[src/rtl/rr_sel_sched_pkg.sv]
// Shared types, sizes and the rotating-priority pick used by the
// round-robin chip-select scheduler.
package rr_sel_sched_pkg;

  localparam int NREQ  = 8;
  localparam int SEL_W = 3;
  localparam int CNT_W = 4;

  typedef enum logic [1:0] {
    ST_IDLE   = 2'd0,
    ST_ACCESS = 2'd1,
    ST_TURN   = 2'd2
  } state_t;

  typedef struct packed {
    logic             valid;
    logic [SEL_W-1:0] idx;
  } pick_t;

  // First set request scanning ptr, ptr+1, ... with natural 3-bit wrap.
  // The loop runs from the far end back toward ptr so the closest
  // candidate is the last one written and therefore wins.
  function automatic pick_t rr_pick(input logic [NREQ-1:0]  req,
                                    input logic [SEL_W-1:0] ptr);
    pick_t            p;
    logic [SEL_W-1:0] cand;
    p = '0;
    for (int i = NREQ - 1; i >= 0; i--) begin
      cand = ptr + SEL_W'(i);
      if (req[cand]) begin
        p.valid = 1'b1;
        p.idx   = cand;
      end
    end
    return p;
  endfunction

endpackage

[src/rtl/rr_sel_sched_dec.sv]
// Purely combinational 3-to-8 active-low decode with enable.
// All outputs high while en is low.
module sel_dec38
  import rr_sel_sched_pkg::*;
(
  input  logic [SEL_W-1:0] sel,
  input  logic             en,
  output logic [NREQ-1:0]  y_n
);

  // Drive the selected line low only when enabled.
  always_comb begin
    // NOTE: a default on every path first keeps this block free of latches.
    y_n = '1;
    if (en) y_n[sel] = 1'b0;
  end

endmodule

[src/rtl/rr_sel_sched.sv]
// Round-robin scheduler for an 8-way shared chip-select decode.
// Grants one requester at a time, holds its strobe for ACCESS_CYCLES
// (stretched by wait_n on the last cycle), then inserts TURN_CYCLES
// dead cycles before the next arbitration.
module rr_sel_sched
  import rr_sel_sched_pkg::*;
#(
  parameter int ACCESS_CYCLES = 2,
  parameter int TURN_CYCLES   = 1
) (
  input  logic             sys_clk,
  input  logic             sys_rst,
  input  logic [NREQ-1:0]  req,
  input  logic             wait_n,
  output logic [SEL_W-1:0] sel,
  output logic             sel_en,
  output logic [NREQ-1:0]  cs_n,
  output logic [NREQ-1:0]  ack,
  output logic             busy
);

  localparam logic [CNT_W-1:0] ACC_LOAD  = CNT_W'(ACCESS_CYCLES - 1);
  localparam logic [CNT_W-1:0] TURN_LOAD =
    CNT_W'((TURN_CYCLES > 0) ? (TURN_CYCLES - 1) : 0);
  localparam bit HAS_TURN = (TURN_CYCLES > 0);

  state_t           state, state_nxt;
  logic [SEL_W-1:0] sel_nxt;
  logic             sel_en_nxt;
  logic [CNT_W-1:0] cnt, cnt_nxt;
  logic [CNT_W-1:0] tcnt, tcnt_nxt;
  logic [SEL_W-1:0] ptr, ptr_nxt;
  logic [NREQ-1:0]  ack_n;
  pick_t            pick;
  logic             final_cyc;

  assign pick = rr_pick(req, ptr);

  // Last strobe cycle of a grant. A reset in this cycle kills the access,
  // so no acknowledge is reported for it.
  assign final_cyc = (state == ST_ACCESS) && (cnt == '0) && wait_n && !sys_rst;

  assign busy = (state == ST_ACCESS) || (state == ST_TURN);

  // Strobe decode from the registered select.
  sel_dec38 u_cs_dec (
    .sel (sel),
    .en  (sel_en),
    .y_n (cs_n)
  );

  // Same decode reused for the acknowledge, enabled only on the final cycle.
  sel_dec38 u_ack_dec (
    .sel (sel),
    .en  (final_cyc),
    .y_n (ack_n)
  );

  assign ack = ~ack_n;

  // Next-state and next-register values for arbitration, access and turnaround.
  always_comb begin
    state_nxt  = state;
    sel_nxt    = sel;
    sel_en_nxt = sel_en;
    cnt_nxt    = cnt;
    tcnt_nxt   = tcnt;
    ptr_nxt    = ptr;
    case (state)
      ST_IDLE: begin
        if (pick.valid) begin
          sel_nxt    = pick.idx;
          sel_en_nxt = 1'b1;
          cnt_nxt    = ACC_LOAD;
          state_nxt  = ST_ACCESS;
        end
      end
      ST_ACCESS: begin
        if (cnt != '0) begin
          // wait_n only matters once the minimum width has elapsed.
          cnt_nxt = cnt - 1'b1;
        end else if (wait_n) begin
          sel_en_nxt = 1'b0;
          ptr_nxt    = sel + 1'b1;
          if (HAS_TURN) begin
            state_nxt = ST_TURN;
            tcnt_nxt  = TURN_LOAD;
          end else begin
            state_nxt = ST_IDLE;
          end
        end
      end
      ST_TURN: begin
        if (tcnt == '0) state_nxt = ST_IDLE;
        else            tcnt_nxt  = tcnt - 1'b1;
      end
      default: begin
        state_nxt  = ST_IDLE;
        sel_en_nxt = 1'b0;
      end
    endcase
  end

  // State and output registers with synchronous reset.
  always_ff @(posedge sys_clk) begin
    // NOTE: non-blocking assignments so every register samples pre-edge values.
    if (sys_rst) begin
      state  <= ST_IDLE;
      sel    <= '0;
      sel_en <= 1'b0;
      cnt    <= '0;
      tcnt   <= '0;
      ptr    <= '0;
    end else begin
      state  <= state_nxt;
      sel    <= sel_nxt;
      sel_en <= sel_en_nxt;
      cnt    <= cnt_nxt;
      tcnt   <= tcnt_nxt;
      ptr    <= ptr_nxt;
    end
  end

endmodule

[config.mk]
export PLATFORM = sky130hd
export DESIGN_NAME = rr_sel_sched
export DESIGN_NICKNAME = d
export VERILOG_FILES = /design/src/rtl/rr_sel_sched_pkg.sv /design/src/rtl/rr_sel_sched_dec.sv /design/src/rtl/rr_sel_sched.sv
export SDC_FILE = /design/constraint.sdc
export NUM_CORES = 1
export LEC_CHECK = 0
export ABC_AREA = 1
export BUFFER_PORTS_ARGS = -buffer_cell sky130_fd_sc_hd__buf_4
export CAP_MARGIN = 10
export CORE_MARGIN = 5
export CORE_UTILIZATION = 61
export CTS_CLUSTER_SIZE = 16
export DETAILED_ROUTE_END_ITERATION = 16
export PLACE_DENSITY = 0.93
export SYNTH_ARGS = -nofsm -noshare
export SYNTH_HDL_FRONTEND = slang
export SYNTH_SLANG_ARGS = --single-unit
[constraint.sdc]
create_clock -name sys_clk -period 6 [get_ports sys_clk]
set_input_delay 0 -clock sys_clk [delete_from_list [all_inputs] [get_ports sys_clk]]
set_output_delay 0 -clock sys_clk [all_outputs]
set_load 0.03 [all_outputs]
# After elaboration in Yosys (flattened, before gate mapping)
# Cells that the tools add are included.
[word_totals]
reg_bits = 17
elab_cells = 100
output_inout_bits = 21
input_bits = 11
[op_classes]
mux = 44
n_eq_ne = 8
addsub = 10
bitwise_logic = 4
n_reduce_logical = 18
n_lt_le_gt_ge = 10
[op_table]
columns = ["operator", "n"]
rows = [
  ["$mux 4", 13],
  ["$lt 3x4->1 const B", 9],
  ["$bmux 1 s3", 8],
  ["$mux 8", 2],
  ["$not 8->8", 2],
  ["$pmux 4 s2", 2],
  ["$add 3x3->3 const B", 4],
  ["$mux 1", 12],
  ["$reduce_and 4->1", 3],
  ["$logic_not 4->1", 2],
  ["$mux 2", 4],
  ["$ne 2x2->1 const B", 4],
  ["$sub 4x1->4 const B", 2],
  ["$add 3x1->3 const B", 2],
  ["$add 3x2->3 const B", 2],
  ["$pmux 2 s3", 1],
  ["$reduce_and 3->1", 2],
  ["$logic_and 1x1->1", 4],
  ["$ne 2x1->1 const B", 2],
  ["$reduce_bool 2->1", 2],
  ["$reduce_bool 4->1", 1],
  ["$demux 1 s3", 1],
  ["$ge 3x1->1 const B", 1],
  ["$pmux 1 s3", 1],
  ["other kinds (7)", 8],
]

# Longest topological paths before layout
[logic_depth]
word_depth = 13
ltp_mapped = 16
ltp_nobuf = 15

# Hierarchy
# A second synthesis with hierarchy kept.
[unflattened]
cells_unflattened = 287
hier_area_um2 = 1707.9
[modules_own_cells]
columns = ["module", "n_inst", "cells_per_inst", "area_per_inst_um2", "seq_area_each_um2"]
rows = [
  ["rr_sel_sched", 1, 249, 1560.2, 340.3],
  ["sel_dec38", 2, 19, 73.8, 0.0],
]

# Worst setup path before layout
# Ideal clock, no wire load.
[synth_path]
path_type = "register -> register"
start = "reg ptr[1]"
end = "reg cnt[2]"
path_stages_with_launch = 15
setup_time_ps = 117
t_arrival_ps = 1893
required_ps = 5883
slack_ps = 3990
n_path_buf = 1
period_less_slack_ps = 2010
path_cell_list = "dfxtp_1 > buf_6 > inv_6 > ha_1 > inv_2 > nand3_1 > nand2_2 > nand2_4 > nor2_8 > nand4_4 > nand2_4 > inv_2 > nand2_2 > xor2_1 > nor2_1"
[synth_between]
elab_chain_len = 13
word_cells_on_any_way = 33
classes_between = "add/sub (7); eq/ne (1); mux (24); reduce/logical (1)"
[synth_lines]
columns = ["item", "line", "rtl"]
rows = [
  ["start, declared", "rr_sel_sched.sv:32", "logic [SEL_W-1:0] ptr, ptr_nxt;"],
  ["start signal, assigned", "rr_sel_sched.sv:120", "ptr <= ptr_nxt;"],
  ["$add 3x3->3", "rr_sel_sched_pkg.sv:29", "cand = ptr + SEL_W'(i);"],
  ["$bmux 1 s3", "rr_sel_sched_pkg.sv:30", "if (req[cand]) begin"],
  ["$mux 1 (implied by the code)", "rr_sel_sched_pkg.sv:30", ""],
  ["$mux 4 (7 in series)", "rr_sel_sched_pkg.sv:30", ""],
  ["$mux 4 *", "rr_sel_sched_pkg.sv:30", ""],
  ["$ne 2x2->1 (no line) *", "n/a", ""],
  ["$reduce_and 3->1 (no line) *", "n/a", ""],
  ["end signal, assigned", "rr_sel_sched.sv:118", "cnt <= cnt_nxt;"],
  ["end, declared", "rr_sel_sched.sv:30", "logic [CNT_W-1:0] cnt, cnt_nxt;"],
]
# Every way passes the cells marked *; elsewhere a longest branch is shown, timed or not. The select of a mux whose other input is x is not followed.
# A chain may end at the register's enable or synchronous reset.

# Final worst setup path
[layout_path]
start = "reg ptr[0]"
end = "reg sel[1]"
[layout_between]
elab_chain_len = 12
word_cells_on_any_way = 32
classes_between = "add/sub (7); mux (24); reduce/logical (1)"
[layout_lines]
columns = ["item", "line", "rtl"]
rows = [
  ["$add 3x3->3", "rr_sel_sched_pkg.sv:29", ""],
  ["$bmux 1 s3", "rr_sel_sched_pkg.sv:30", ""],
  ["$mux 1 (implied by the code)", "rr_sel_sched_pkg.sv:30", ""],
  ["$mux 4 (7 in series)", "rr_sel_sched_pkg.sv:30", ""],
  ["$mux 4 *", "rr_sel_sched_pkg.sv:30", ""],
  ["$reduce_and 2->1 (no line)", "n/a", ""],
  ["end signal, assigned", "rr_sel_sched.sv:116", "sel <= sel_nxt;"],
  ["end, declared", "rr_sel_sched.sv:15", "output logic [SEL_W-1:0] sel,"],
]
# Marked as above.

==> out/metrics.csv <==
metric,value,unit
outcome,finished clean,
Final Wtd Congestion,0.897,
post-route clock period utilization,43.9,%
Layout Cells excl Fill,311,
Worst VDD drop,0.495,mV
CTS tree,done,
Reg-to-Reg Start,ptr[0],
Ports,32,
DR WL/cell,13.6,um
Yosys reg bits,17,
H-tree depth,1,
max-cap violations,0,
max frequency,380,MHz
Post-synth EDFFs,0,
remaining routing DRC violations,0,
Die H,64.0,um
first-pass GRT wire length,7180,um
core area,2780,um2
CTS buffer count,3,
Setup crit end kind,register,
Final Hold Violating Endpoints,0,
CP Buf/Inv Count,3,
initial core utilization,64.0,%
leading area contributor after synthesis,dfxtp_1,
# resized after CTS,0,
Tmin final,2.63,ns
Syn Area/Cell,7.06,um2
CP max stage delay,0.68,ns
routed vias/inst,5.81,
"Clk Latency, worst-skew pair",0.30,ns
Setup CP Type,reg -> reg,
via count,1806,
final critical-path setup slack,3.37,ns
largest net degree at the start of global routing,15,
crit path DAT,2.83,ns
"Data required, critical path",6.20,ns
cell-by-cell trace of the critical path,inv_2 > ha_1 > inv_2 > nand3_1 > nand2_2 > nand2_4 > nor2_8 > nand3_1 > nand2_2 > inv_1 > o21ai_0 > a21oi_1,
post-synthesis cell area,1780,um2
skew final,0.00489,ns
Post-Layout Inst Area,2030,um2
DP HPWL,3410,um
RSZ-0062 raised after global routing,no,
layout cells sized above 1,33.2,%
final setup vio count,0,
final net count,302,
worst hold margin,0.184,ns
Commonest cells post-synth,"nand2_1 (34), inv_1 (27), nand3_1 (25), nand2_2 (21), a21oi_1 (19)",
post-layout util,73.1,%
"worst slack, placed",3.42,ns
total power,1.05,mW
ant diodes,0,
Inst Count DP,306,
"FFs w/ async S/R, synth",0,%
clk sinks,17,
# rows,19,
headroom to the max-slew limit,63.6,%
Ys Warns,0,
Slew @ Worst Pin,0.545,ns
area delta synth->final,14.3,%
PortBufs,31,
final WL,4220,um
Worst R2R Path Depth,12,
clk slew on worst S/H paths,0.10,ns
fill count,223,
predominant post-synthesis flop cell,dfxtp_1,
synth top area cells,"dfxtp_1 (19%), nand3_2 (9.0%), nand2_2 (7.4%), nand2_1 (7.2%), ha_1 (7.0%)",
leakage,0.947,nW
die area,4100,um2
post-synth top area share,19.1,%
Critical Path Source Type,register,
R2R Setup Slk,3.37,ns
worst hold-check path type,in -> reg,
CP top delay family,simple AND/OR/NAND/NOR gates,
Hold Startpoint,wait_n,
Cells after Synth,252,
most frequent cell after synthesis,nand2_1,
Tot GR Track Use,21.1,%
Post-CTS Setup Bufs,0,
CP max FO,12,
antenna-violating nets left,0,
clock tree root driver cell,clkbuf_4,
FF-to-FF End,sel[1],
Final Max Slew Viols,0,
Iter 0 DRT Violations,154,
Max clock buf depth,2,
final global-route overflow total,0,
cts hold-fix bufs,1,
vias in the first global route,1631,
first-pass iteration count of the detailed router,5,
die width,64.0,um
Hold Path Cell Cnt,4,
Yosys cell types,30,
post-route setup TNS,0,ns
Post-Synthesis Net Count,273,
initial antenna violation count,0,
Pwr Density,518,nW/um2
DP Area,2000,um2
WHS Endpoint,ptr[0],
sequential fraction of the synthesis area,19.1,%
CP max stage cell,dfxtp_1,
[registers in the layout (all words and copies together), names as in the netlist]
name	flops
cnt	4
ptr	3
state	2
sel	3
sel_en	1
tcnt	4
[cell families (layout without fill, tap and decap cells)]
family                     Yosys count  after routing  share of synthesized area (%)
DFF                                 17             17                           19.1
adders and majority gates           10             10                           7.03
and+or+nand+nor                    136            136                           47.9
buffers and inverters               42             70                           10.4
AOI/OAI and AO/OA                   42             42                           12.7
xor gates and xnor gates             5              5                           2.88
[layout by cell type (no fill, tap or decap)]
cell type      count
a21oi_1           19
dfxtp_1           17
a21oi_2            1
nand2_2           21
nand4_4            1
a31oi_1            3
nor3_1             2
nand4_1           10
ha_1              10
nor2_8             1
o21ai_0           15
nor4_1             8
nand3_2           16
inv_2              6
inv_1             27
xor2_1             3
nand3_1           25
nor2_4             2
nand2_1           34
xnor2_1            1
inv_6              1
dlygate4sd3_1      1
o21ai_2            1
a41oi_1            1
clkbuf_4           3
nor2_1             8
buf_4             31
xnor2_2            1
nor3b_2            1
nand2_4            7
clkbuf_1           1
o21ai_1            2
[layout make-up]
class | count | area (um2) | share of cell area, %
sequential | 17 | 340 | 16.7
tap | 31 | 38.8 | 1.91
inverter | 34 | 133 | 6.52
clock buffer | 4 | 26.3 | 1.29
timing repair buffer | 32 | 243 | 11.9
multi-input combinational | 193 | 1250 | 61.6
[layer usage]
layer  vias to the layer above  track usage, %  wire, um
met5                         -               0         0
met1                       803            27.7      1740
met2                        79            35.6      2100
met4                         0            4.16        38
met3                         6            4.73       342
li1                        918               -         -
[how the worst max path moves through the flow]
stage | to | slack (ns) | from | depth (start not counted)
after floorplan | cnt[2] | 3.99 | ptr[1] | 14
after global placement | cnt[2] | 3.51 | ptr[0] | 13
after detailed placement | sel[1] | 3.42 | ptr[0] | 12
after CTS | sel[1] | 3.38 | ptr[0] | 12
after global routing | sel[1] | 3.14 | ptr[0] | 12
final | sel[1] | 3.37 | ptr[0] | 12
[worst reg2reg max path, cell delays in order (launching register included)]
cell and delay [ns]:
dfxtp_1 0.68, inv_2 0.23, ha_1 0.44, inv_2 0.16, nand3_1 0.15, nand2_2 0.11, nand2_4 0.06, nor2_8 0.13
nand3_1 0.11, nand2_2 0.15, inv_1 0.07, o21ai_0 0.18, a21oi_1 0.06
[power by group]
group          internal (mW)  total [mW]  switching, mW
combinational          0.261       0.760          0.499
clock                 0.0260      0.0655         0.0395
sequential             0.159       0.228         0.0691
total                  0.446        1.05          0.607
Power figures use the tool's default switching activity.
